[src/rtl/neuron_pkg.sv]
`default_nettype none
// ============================================================================
// Module   : neuron_pkg
// Brief    : Shared state type and default sizing for the neuron MAC.
// Revision : 1.0
// ============================================================================
package neuron_pkg;

    localparam int c_data_w   = 8;
    localparam int c_n_inputs = 4;
    localparam int c_frac_w   = 4;

    typedef enum logic [1:0] {
        ST_ACCUM = 2'd0,
        ST_BIAS  = 2'd1,
        ST_OUT   = 2'd2
    } state_t;

endpackage
`default_nettype wire

[src/rtl/neuron_act.sv]
`default_nettype none
// ============================================================================
// Module   : neuron_act
// Brief    : Fixed-point rescale (floor), optional ReLU and signed saturation.
// Revision : 1.0
// ============================================================================
module neuron_act #(
    parameter int ACC_W  = 21,
    parameter int DATA_W = 8,
    parameter int FRAC_W = 4
) (
    input  logic [ACC_W-1:0]  i_acc,
    input  logic              i_relu_en,
    output logic [DATA_W-1:0] o_y,
    output logic              o_sat
);

    localparam logic signed [ACC_W-1:0] c_max = {{(ACC_W-DATA_W+1){1'b0}}, {(DATA_W-1){1'b1}}};
    localparam logic signed [ACC_W-1:0] c_min = {{(ACC_W-DATA_W+1){1'b1}}, {(DATA_W-1){1'b0}}};

    logic signed [ACC_W-1:0] w_shift;
    logic signed [ACC_W-1:0] w_relu;

    always_comb begin
        w_shift = $signed(i_acc) >>> FRAC_W;
        w_relu  = (i_relu_en && w_shift[ACC_W-1]) ? '0 : w_shift;
        o_y     = w_relu[DATA_W-1:0];
        o_sat   = 1'b0;
        if (w_relu > c_max) begin
            o_y   = c_max[DATA_W-1:0];
            o_sat = 1'b1;
        end else if (w_relu < c_min) begin
            o_y   = c_min[DATA_W-1:0];
            o_sat = 1'b1;
        end
    end

endmodule
`default_nettype wire

[src/rtl/neuron_mac.sv]
`default_nettype none
// ============================================================================
// Module   : neuron_mac
// Brief    : Streaming multiply-accumulate neuron with bias, ReLU and saturation.
// Revision : 1.0
// ============================================================================
module neuron_mac
    import neuron_pkg::*;
#(
    parameter int DATA_W   = c_data_w,
    parameter int N_INPUTS = c_n_inputs,
    parameter int FRAC_W   = c_frac_w
) (
    input  logic              clk,
    input  logic              rst,
    input  logic              en,
    input  logic              in_valid,
    output logic              in_ready,
    input  logic [DATA_W-1:0] x,
    input  logic [DATA_W-1:0] weight,
    input  logic [DATA_W-1:0] bias,
    input  logic              relu_en,
    output logic              out_valid,
    input  logic              out_ready,
    output logic [DATA_W-1:0] y,
    output logic              sat
);

    localparam int ACC_W = 2*DATA_W + $clog2(N_INPUTS) + 1;
    localparam int CNT_W = (N_INPUTS > 1) ? $clog2(N_INPUTS) : 1;
    localparam logic [CNT_W-1:0] c_last = CNT_W'(N_INPUTS - 1);

    state_t                  r_state;
    state_t                  w_state_next;
    logic [CNT_W-1:0]        r_cnt;
    logic signed [ACC_W-1:0] r_acc;
    logic [DATA_W-1:0]       r_bias;
    logic                    r_relu;
    logic [DATA_W-1:0]       r_y;
    logic                    r_sat;
    logic                    r_out_valid;

    logic signed [2*DATA_W-1:0] w_x_ext;
    logic signed [2*DATA_W-1:0] w_w_ext;
    logic signed [2*DATA_W-1:0] w_prod;
    logic signed [ACC_W-1:0]    w_prod_ext;
    logic signed [ACC_W-1:0]    w_bias_wide;
    logic signed [ACC_W-1:0]    w_bias_ext;
    logic signed [ACC_W-1:0]    w_acc_biased;
    logic [DATA_W-1:0]          w_act_y;
    logic                       w_act_sat;
    logic                       w_beat;

    // Low 2*DATA_W bits of the widened product equal the exact signed product.
    assign w_x_ext      = {{DATA_W{x[DATA_W-1]}}, x};
    assign w_w_ext      = {{DATA_W{weight[DATA_W-1]}}, weight};
    assign w_prod       = w_x_ext * w_w_ext;
    assign w_prod_ext   = {{(ACC_W-2*DATA_W){w_prod[2*DATA_W-1]}}, w_prod};
    assign w_bias_wide  = {{(ACC_W-DATA_W){r_bias[DATA_W-1]}}, r_bias};
    assign w_bias_ext   = w_bias_wide <<< FRAC_W;
    assign w_acc_biased = r_acc + w_bias_ext;

    assign in_ready  = (r_state == ST_ACCUM) && en;
    assign w_beat    = in_ready && in_valid;
    assign out_valid = r_out_valid;
    assign y         = r_y;
    assign sat       = r_sat;

    neuron_act #(
        .ACC_W  (ACC_W),
        .DATA_W (DATA_W),
        .FRAC_W (FRAC_W)
    ) u_act (
        .i_acc     (w_acc_biased),
        .i_relu_en (r_relu),
        .o_y       (w_act_y),
        .o_sat     (w_act_sat)
    );

    always_ff @(posedge clk) begin
        if (rst) begin
            r_state <= ST_ACCUM;
        end else begin
            r_state <= w_state_next;
        end
    end

    always_comb begin
        w_state_next = r_state;
        case (r_state)
            ST_ACCUM: if (w_beat && (r_cnt == c_last)) w_state_next = ST_BIAS;
            ST_BIAS:  if (en) w_state_next = ST_OUT;
            ST_OUT:   if (en && out_ready) w_state_next = ST_ACCUM;
            default:  w_state_next = ST_ACCUM;
        endcase
    end

    always_ff @(posedge clk) begin
        if (rst) begin
            r_cnt       <= '0;
            r_acc       <= '0;
            r_bias      <= '0;
            r_relu      <= 1'b0;
            r_y         <= '0;
            r_sat       <= 1'b0;
            r_out_valid <= 1'b0;
        end else if (en) begin
            case (r_state)
                ST_ACCUM: begin
                    if (in_valid) begin
                        if (r_cnt == '0) begin
                            r_acc  <= w_prod_ext;
                            r_bias <= bias;
                            r_relu <= relu_en;
                        end else begin
                            r_acc <= r_acc + w_prod_ext;
                        end
                        r_cnt <= (r_cnt == c_last) ? '0 : r_cnt + 1'b1;
                    end
                end
                ST_BIAS: begin
                    r_acc       <= w_acc_biased;
                    r_y         <= w_act_y;
                    r_sat       <= w_act_sat;
                    r_out_valid <= 1'b1;
                end
                ST_OUT: begin
                    if (out_ready) r_out_valid <= 1'b0;
                end
                default: ;
            endcase
        end
    end

endmodule
`default_nettype wire

[config.mk]
export PLATFORM = sky130hd
export DESIGN_NAME = neuron_mac
export DESIGN_NICKNAME = d
export VERILOG_FILES = /design/src/rtl/neuron_pkg.sv /design/src/rtl/neuron_act.sv /design/src/rtl/neuron_mac.sv
export SDC_FILE = /design/constraint.sdc
export NUM_CORES = 1
export LEC_CHECK = 0
export BUFFER_PORTS_ARGS = -buffer_cell sky130_fd_sc_hd__buf_2
export CORE_ASPECT_RATIO = 2
export CORE_MARGIN = 5
export CORE_UTILIZATION = 48
export CTS_BUF_LIST = sky130_fd_sc_hd__clkbuf_8
export DETAILED_ROUTE_END_ITERATION = 6
export PLACE_DENSITY = 0.68
export SETUP_SLACK_MARGIN = 0.05
export SKIP_LAST_GASP = 1
export SLEW_MARGIN = 20
export SYNTH_ARGS = -nofsm -noshare
export SYNTH_HDL_FRONTEND = slang
export SYNTH_SLANG_ARGS = --single-unit
[constraint.sdc]
create_clock -name clk -period 13 [get_ports clk]
set_clock_uncertainty 0.1 [all_clocks]
set_input_delay 1.3 -clock clk [delete_from_list [all_inputs] [get_ports clk]]
set_output_delay 1.3 -clock clk [all_outputs]
set_load 0.02 [all_outputs]
## Word-level counts from Yosys, hierarchy flattened

Cells that the tools add are included.

| word-level totals | value |
|---|---|
| bits in registers | 42 |

| operators by class | value |
|---|---|
| add/subtract/negate cells | 3 |
| $mul | 1 |
| magnitude comparators | 2 |
| eq/ne operators | 8 |
| mux-type cells | 15 |
| reductions and logical operators | 15 |

Operators with widths:

| kind | number |
|---|---|
| 2-to-1 mux 19 bit | 3 |
| case mux 19 bit (2 select lines) | 1 |
| adder 19 x 12 -> 19 bit | 1 |
| adder 19 x 16 -> 19 bit | 1 |
| greater-than comparator 19 x 8 -> 1 bit, second input constant | 1 |
| less-than comparator 19 x 8 -> 1 bit, second input constant | 1 |
| multiplier 8 x 8 -> 16 bit | 1 |
| 2-to-1 mux 8 bit | 2 |
| AND reduction 3 bit | 4 |
| 2-to-1 mux 2 bit | 4 |
| inequality test 2 bit, second input constant | 4 |
| case mux 2 bit (3 select lines) | 1 |
| logical AND 1 bit | 5 |
| equality test 2 bit, second input constant | 2 |
| zero test 2 bit | 2 |
| AND reduction 4 bit | 1 |
| nonzero test 2 bit | 2 |
| 2-to-1 mux 1 bit | 3 |
| adder 2 x 1 -> 2 bit, second input constant | 1 |
| equality test 2 x 1 -> 1 bit, second input constant | 1 |
| inequality test 2 x 1 -> 1 bit, second input constant | 1 |
| case mux 1 bit (2 select lines) | 1 |
| AND reduction 2 bit | 1 |

## Longest topological paths before layout

| depth | value |
|---|---|
| word-level depth | 6 |
| mapped depth | 25 |
| mapped depth without buffers | 25 |

## Hierarchy

A second synthesis with hierarchy kept.

| second synthesis, totals | value |
|---|---|
| cells, all modules | 737 |
| area total of the unflattened synthesis | 5943.2 µm² |

Modules (own cells, without submodules):

| module | times used | cells an instance | area each (µm²) | sequential area each (µm²) |
|---|---|---|---|---|
| neuron_mac | 1 | 721 | 5818.1 | 840.8 |
| neuron_act | 1 | 16 | 125.1 | 0.0 |

## Worst setup path before layout

Ideal clock, no wire load.

| timing | value |
|---|---|
| path kind | input -> register |
| start point | input port weight[3] |
| end point | register r_acc[18] |
| arrival | 6670 ps |
| slack | 6097 ps |
| cell stages on the path | 22 |
| buffers on the path | 0 |
| cell sequence | and2_1 > fa_1 > inv_1 > fa_1 > inv_1 > fa_1 > inv_1 > fa_1 > inv_1 > ha_1 > and2_1 > a22o_1 > a311oi_1 > a21oi_1 > xnor2_1 > ha_1 > nand3_1 > a211oi_1 > or2_1 > o211ai_1 > xnor2_1 > a21oi_1 |

| on the way | value |
|---|---|
| longest elaborated chain between the ends | 5 |

RTL lines:

| what | RTL line | text |
|---|---|---|
| start, declared | neuron_mac.sv:20 | `input logic [DATA_W-1:0] weight,` |
| multiplier 8 x 8 -> 16 bit * | neuron_mac.sv:57 | `assign w_prod = w_x_ext * w_w_ext;` |
| adder 19 x 16 -> 19 bit | neuron_mac.sv:116 | `r_acc <= r_acc + w_prod_ext;` |
| 2-to-1 mux 19 bit * | neuron_mac.sv:111 | `if (r_cnt == '0) begin` |
| 2-to-1 mux 19 bit * | neuron_mac.sv:110 | `if (in_valid) begin` |
| case mux 19 bit (2 select lines) * | neuron_mac.sv:108 | `case (r_state)` |
| end signal, assigned | neuron_mac.sv:112 | `r_acc <= w_prod_ext;` |
| end signal, assigned | neuron_mac.sv:116 |  |
| end signal, assigned | neuron_mac.sv:122 | `r_acc <= w_acc_biased;` |
| end, declared | neuron_mac.sv:36 | `logic signed [ACC_W-1:0] r_acc;` |

Every way passes the cells marked *; elsewhere a longest branch is shown, timed or not. The select of a mux whose other input is x is not followed.
A chain may end at the register's enable or synchronous reset.

## Final worst setup path

Same ends and word-level chain as after synthesis.

==> impl_metrics.ini <==
[pwr]
combPwrFrac_pct = 81.6
ir_worst_vdd_mv = 0.217
p_clk_share_pct = 7.3
seqPwrFrac_pct = 11.1
intPower_mw = 0.721
p_sw_mw = 0.761
p_leak_nw = 3.15
powerDensity_nw_per_um2 = 222
p_sw_share_pct = 51.4

[timing]
period_minus_slack_ns = 7.26
tightest_slew_ns = 1.06
rsz0062_at_grt = false
finalSetupTns_ns = 0
slew_violations = 0
setup_viol = 0
max-slew-margin-rel_pct = 29.0
hold_violations = 0
max_freq_ghz = 0.138
min_period_over_period_pct = 55.8

[global_route]
grt_pass1_vias = 5634
overflow = 0
grtUsageTotal_pct = 20.1
antenna_found_initial = 0
grt_start_max_net_pins = 53
grt_pass1_wl_um = 26100

[yosys]
synth_top_area_share_pct = 18.3
synth_edf_count = 0
postSynthCellCount = 771
synthSimpleGateAreaFrac_pct = 20.5
synthTopCellsByCount = inv_1, ha_1, nand2_1, nor2_1, fa_1
synth-xor-area-share_pct = 4.49
synthTopCellsByArea = fa_1, dfxtp_1, ha_1
async_reset_ff_share_pct = 0
syn_nets = 923
yosysSeqAreaShare_pct = 13.5
synth.cell_area_sq_um = 6220
synth_top_flop_cell = dfxtp_1
synth.most_common_cell = inv_1
synthMuxAreaShare_pct = 0.342
ys_warn_count = 0
avgSynthCellArea_sq_um = 8.07
ys_types = 76
ys_ff_latch = 42
synth_top_family_by_area = adder cells
synth_compound_area_share_pct = 22.3
synth_top_cell_by_area = fa_1
yosys.area_share.adder_pct = 31.4

[setup_path]
startpoint = weight[3]
cp.required_ns = 13.10
start_kind = primary input
rr_startpoint = r_acc[4]
worstSetupPathType = primary input to flip-flop
worstPathArrival_ns = 7.36
cp-end-kind = flip-flop
cp_max_fo = 8

[clocking]
cts_resized = 0
cts_root_buffer = clkbuf_8
cts_tree = built
cts.sinks = 42
insertion_delay_ns = 0.31
post_cts_buffers = 0
path_clk_slew_ns = 0.09
numCtsBuffers = 5
hold_buffers = 0
cts_buffer_depth = 2
h-tree-depth = 2

[die]
dieArea_sq_um = 15500
start_util_pct = 48.4
fp.dieW_um = 90.5
io_pins = 41
fp-row-count = 59
die_height_um = 171
core_sq_um = 12800

[status]
status = finished, final reports clean

[cells_and_area]
diodes = 0
fill_cells = 1293
utilization_pct = 51.9
nets = 952
post_route_cells_drive_above_1_share_pct = 8.61
area_growth_pct = 7.18

[detailed_routing]
drc = 0
antenna_left = 0
vias = 5463
drtIter0Drc = 309
vias_per_cell = 5.73
post_drt_wl_per_cell_um = 15.7
wirelength_um = 15000
first_pass_iters = 5

[run]
cap_violations = 0

[worst_hold_path]
min_path_type = flip-flop to flip-flop
hold_path_startpoint = y[7]

[place]
hpwl_um = 12000
io_buffer_count = 40
gp_congestion = 0.928
-- final timing paths --
path	endpoint	cells past startpoint	slack, ns
worst max-delay path	r_acc[18]	23	5.74
worst min-delay path	y[7]	2	0.37
worst max register to register	y[1]	10	9.49
worst min register to register	y[7]	2	0.37
-- critical path, cell delays in order --
cell and delay, ns:
buf_2 0.14, and2_1 0.21, fa_1 0.63, inv_1 0.16, fa_1 0.55, inv_1 0.05
fa_1 0.52, inv_1 0.05, fa_1 0.52, inv_1 0.04, ha_1 0.32, and2_1 0.18
a22o_1 0.20, a311oi_1 0.40, a21oi_1 0.14, xnor2_1 0.62, ha_1 0.43, nand3_1 0.11
a211oi_1 0.06, or2_1 0.27, o211ai_1 0.21, xnor2_1 0.14, a21oi_1 0.08
-- logic make-up after synthesis --
| group | Yosys count |
|---|---|
| AO/OA/AOI/OAI | 197 |
| XOR/XNOR | 31 |
| adder cells (fa/ha/maj) | 122 |
| buffers and inverters | 122 |
| flip-flops | 42 |
| multiplexers | 2 |
| AND/OR/NAND/NOR | 255 |
-- area by class of cell --
class	instances	area (sq um)	share of cell area, %
repair buffers	44	230	3.45
clock inverters	3	41.3	0.619
well taps	152	190	2.85
clock buffers	5	68.8	1.03
inverters	100	375	5.63
multi-input cells	607	4920	73.8
flip-flops and latches	42	841	12.6
-- per-layer routing --
layer  GRT usage (%)  vias to the layer above  part of all wire [%]
met4            5.25                        0                   2.2
met1            24.7                     2616                    42
li1                -                     2724                     -
met2            36.9                       99                    53
met3            2.07                       24                   3.2
met5               0                        -                     0
-- layout by cell type, fill, tap and decap left out, drive strengths merged, types with 3 or more instances in the layout --
| cell | instances |
|---|---|
| o41ai | 3 |
| and3 | 7 |
| a21oi | 58 |
| ha | 65 |
| a2111oi | 5 |
| o22ai | 5 |
| nor3 | 17 |
| a21o | 18 |
| nand2 | 66 |
| nand2b | 4 |
| inv | 101 |
| a211oi | 14 |
| o211ai | 12 |
| xnor2 | 22 |
| o21ai | 25 |
| or3 | 4 |
| nor2b | 13 |
| a31oi | 8 |
| or4 | 3 |
| o311ai | 3 |
| nor2 | 59 |
| fa | 57 |
| buf | 44 |
| o21a | 9 |
| dfxtp | 42 |
| o32ai | 8 |
| a311oi | 4 |
| xor2 | 9 |
| a211o | 4 |
| clkbuf | 5 |
| nand3 | 17 |
| and2 | 51 |
-- stage by stage --
stage	hold WS (ns)	setup WS [ns]	area, sq um	instances	power [mW]
2_1_floorplan	0.340	6.10	6220	771	1.13
4_1_cts	0.364	5.69	6660	953	1.49
3_3_place_gp	0.343	5.54	6550	945	1.35
3_5_place_dp	0.349	5.38	6550	945	1.37
6_report	0.367	5.74	6670	953	1.48
5_1_grt	0.391	5.32	6670	953	1.67
-- power groups by stage --
stage | Sequential, mW | Combinational [mW] | Clock [mW]
final | 0.165 | 1.21 | 0.108
after global routing | 0.166 | 1.39 | 0.115
after CTS | 0.164 | 1.21 | 0.110
after detailed placement | 0.167 | 1.20 | 0
after global placement | 0.167 | 1.18 | 0
after floorplan | 0.159 | 0.969 | 0
-- sequential cells by signal (all words and copies together), names as in the netlist --
signal,cells
r_bias,8
r_relu,1
r_acc,19
y,8
r_cnt,2
sat,1
r_state,2
out_valid,1
Note: power is estimated with default switching activity, not from simulation.
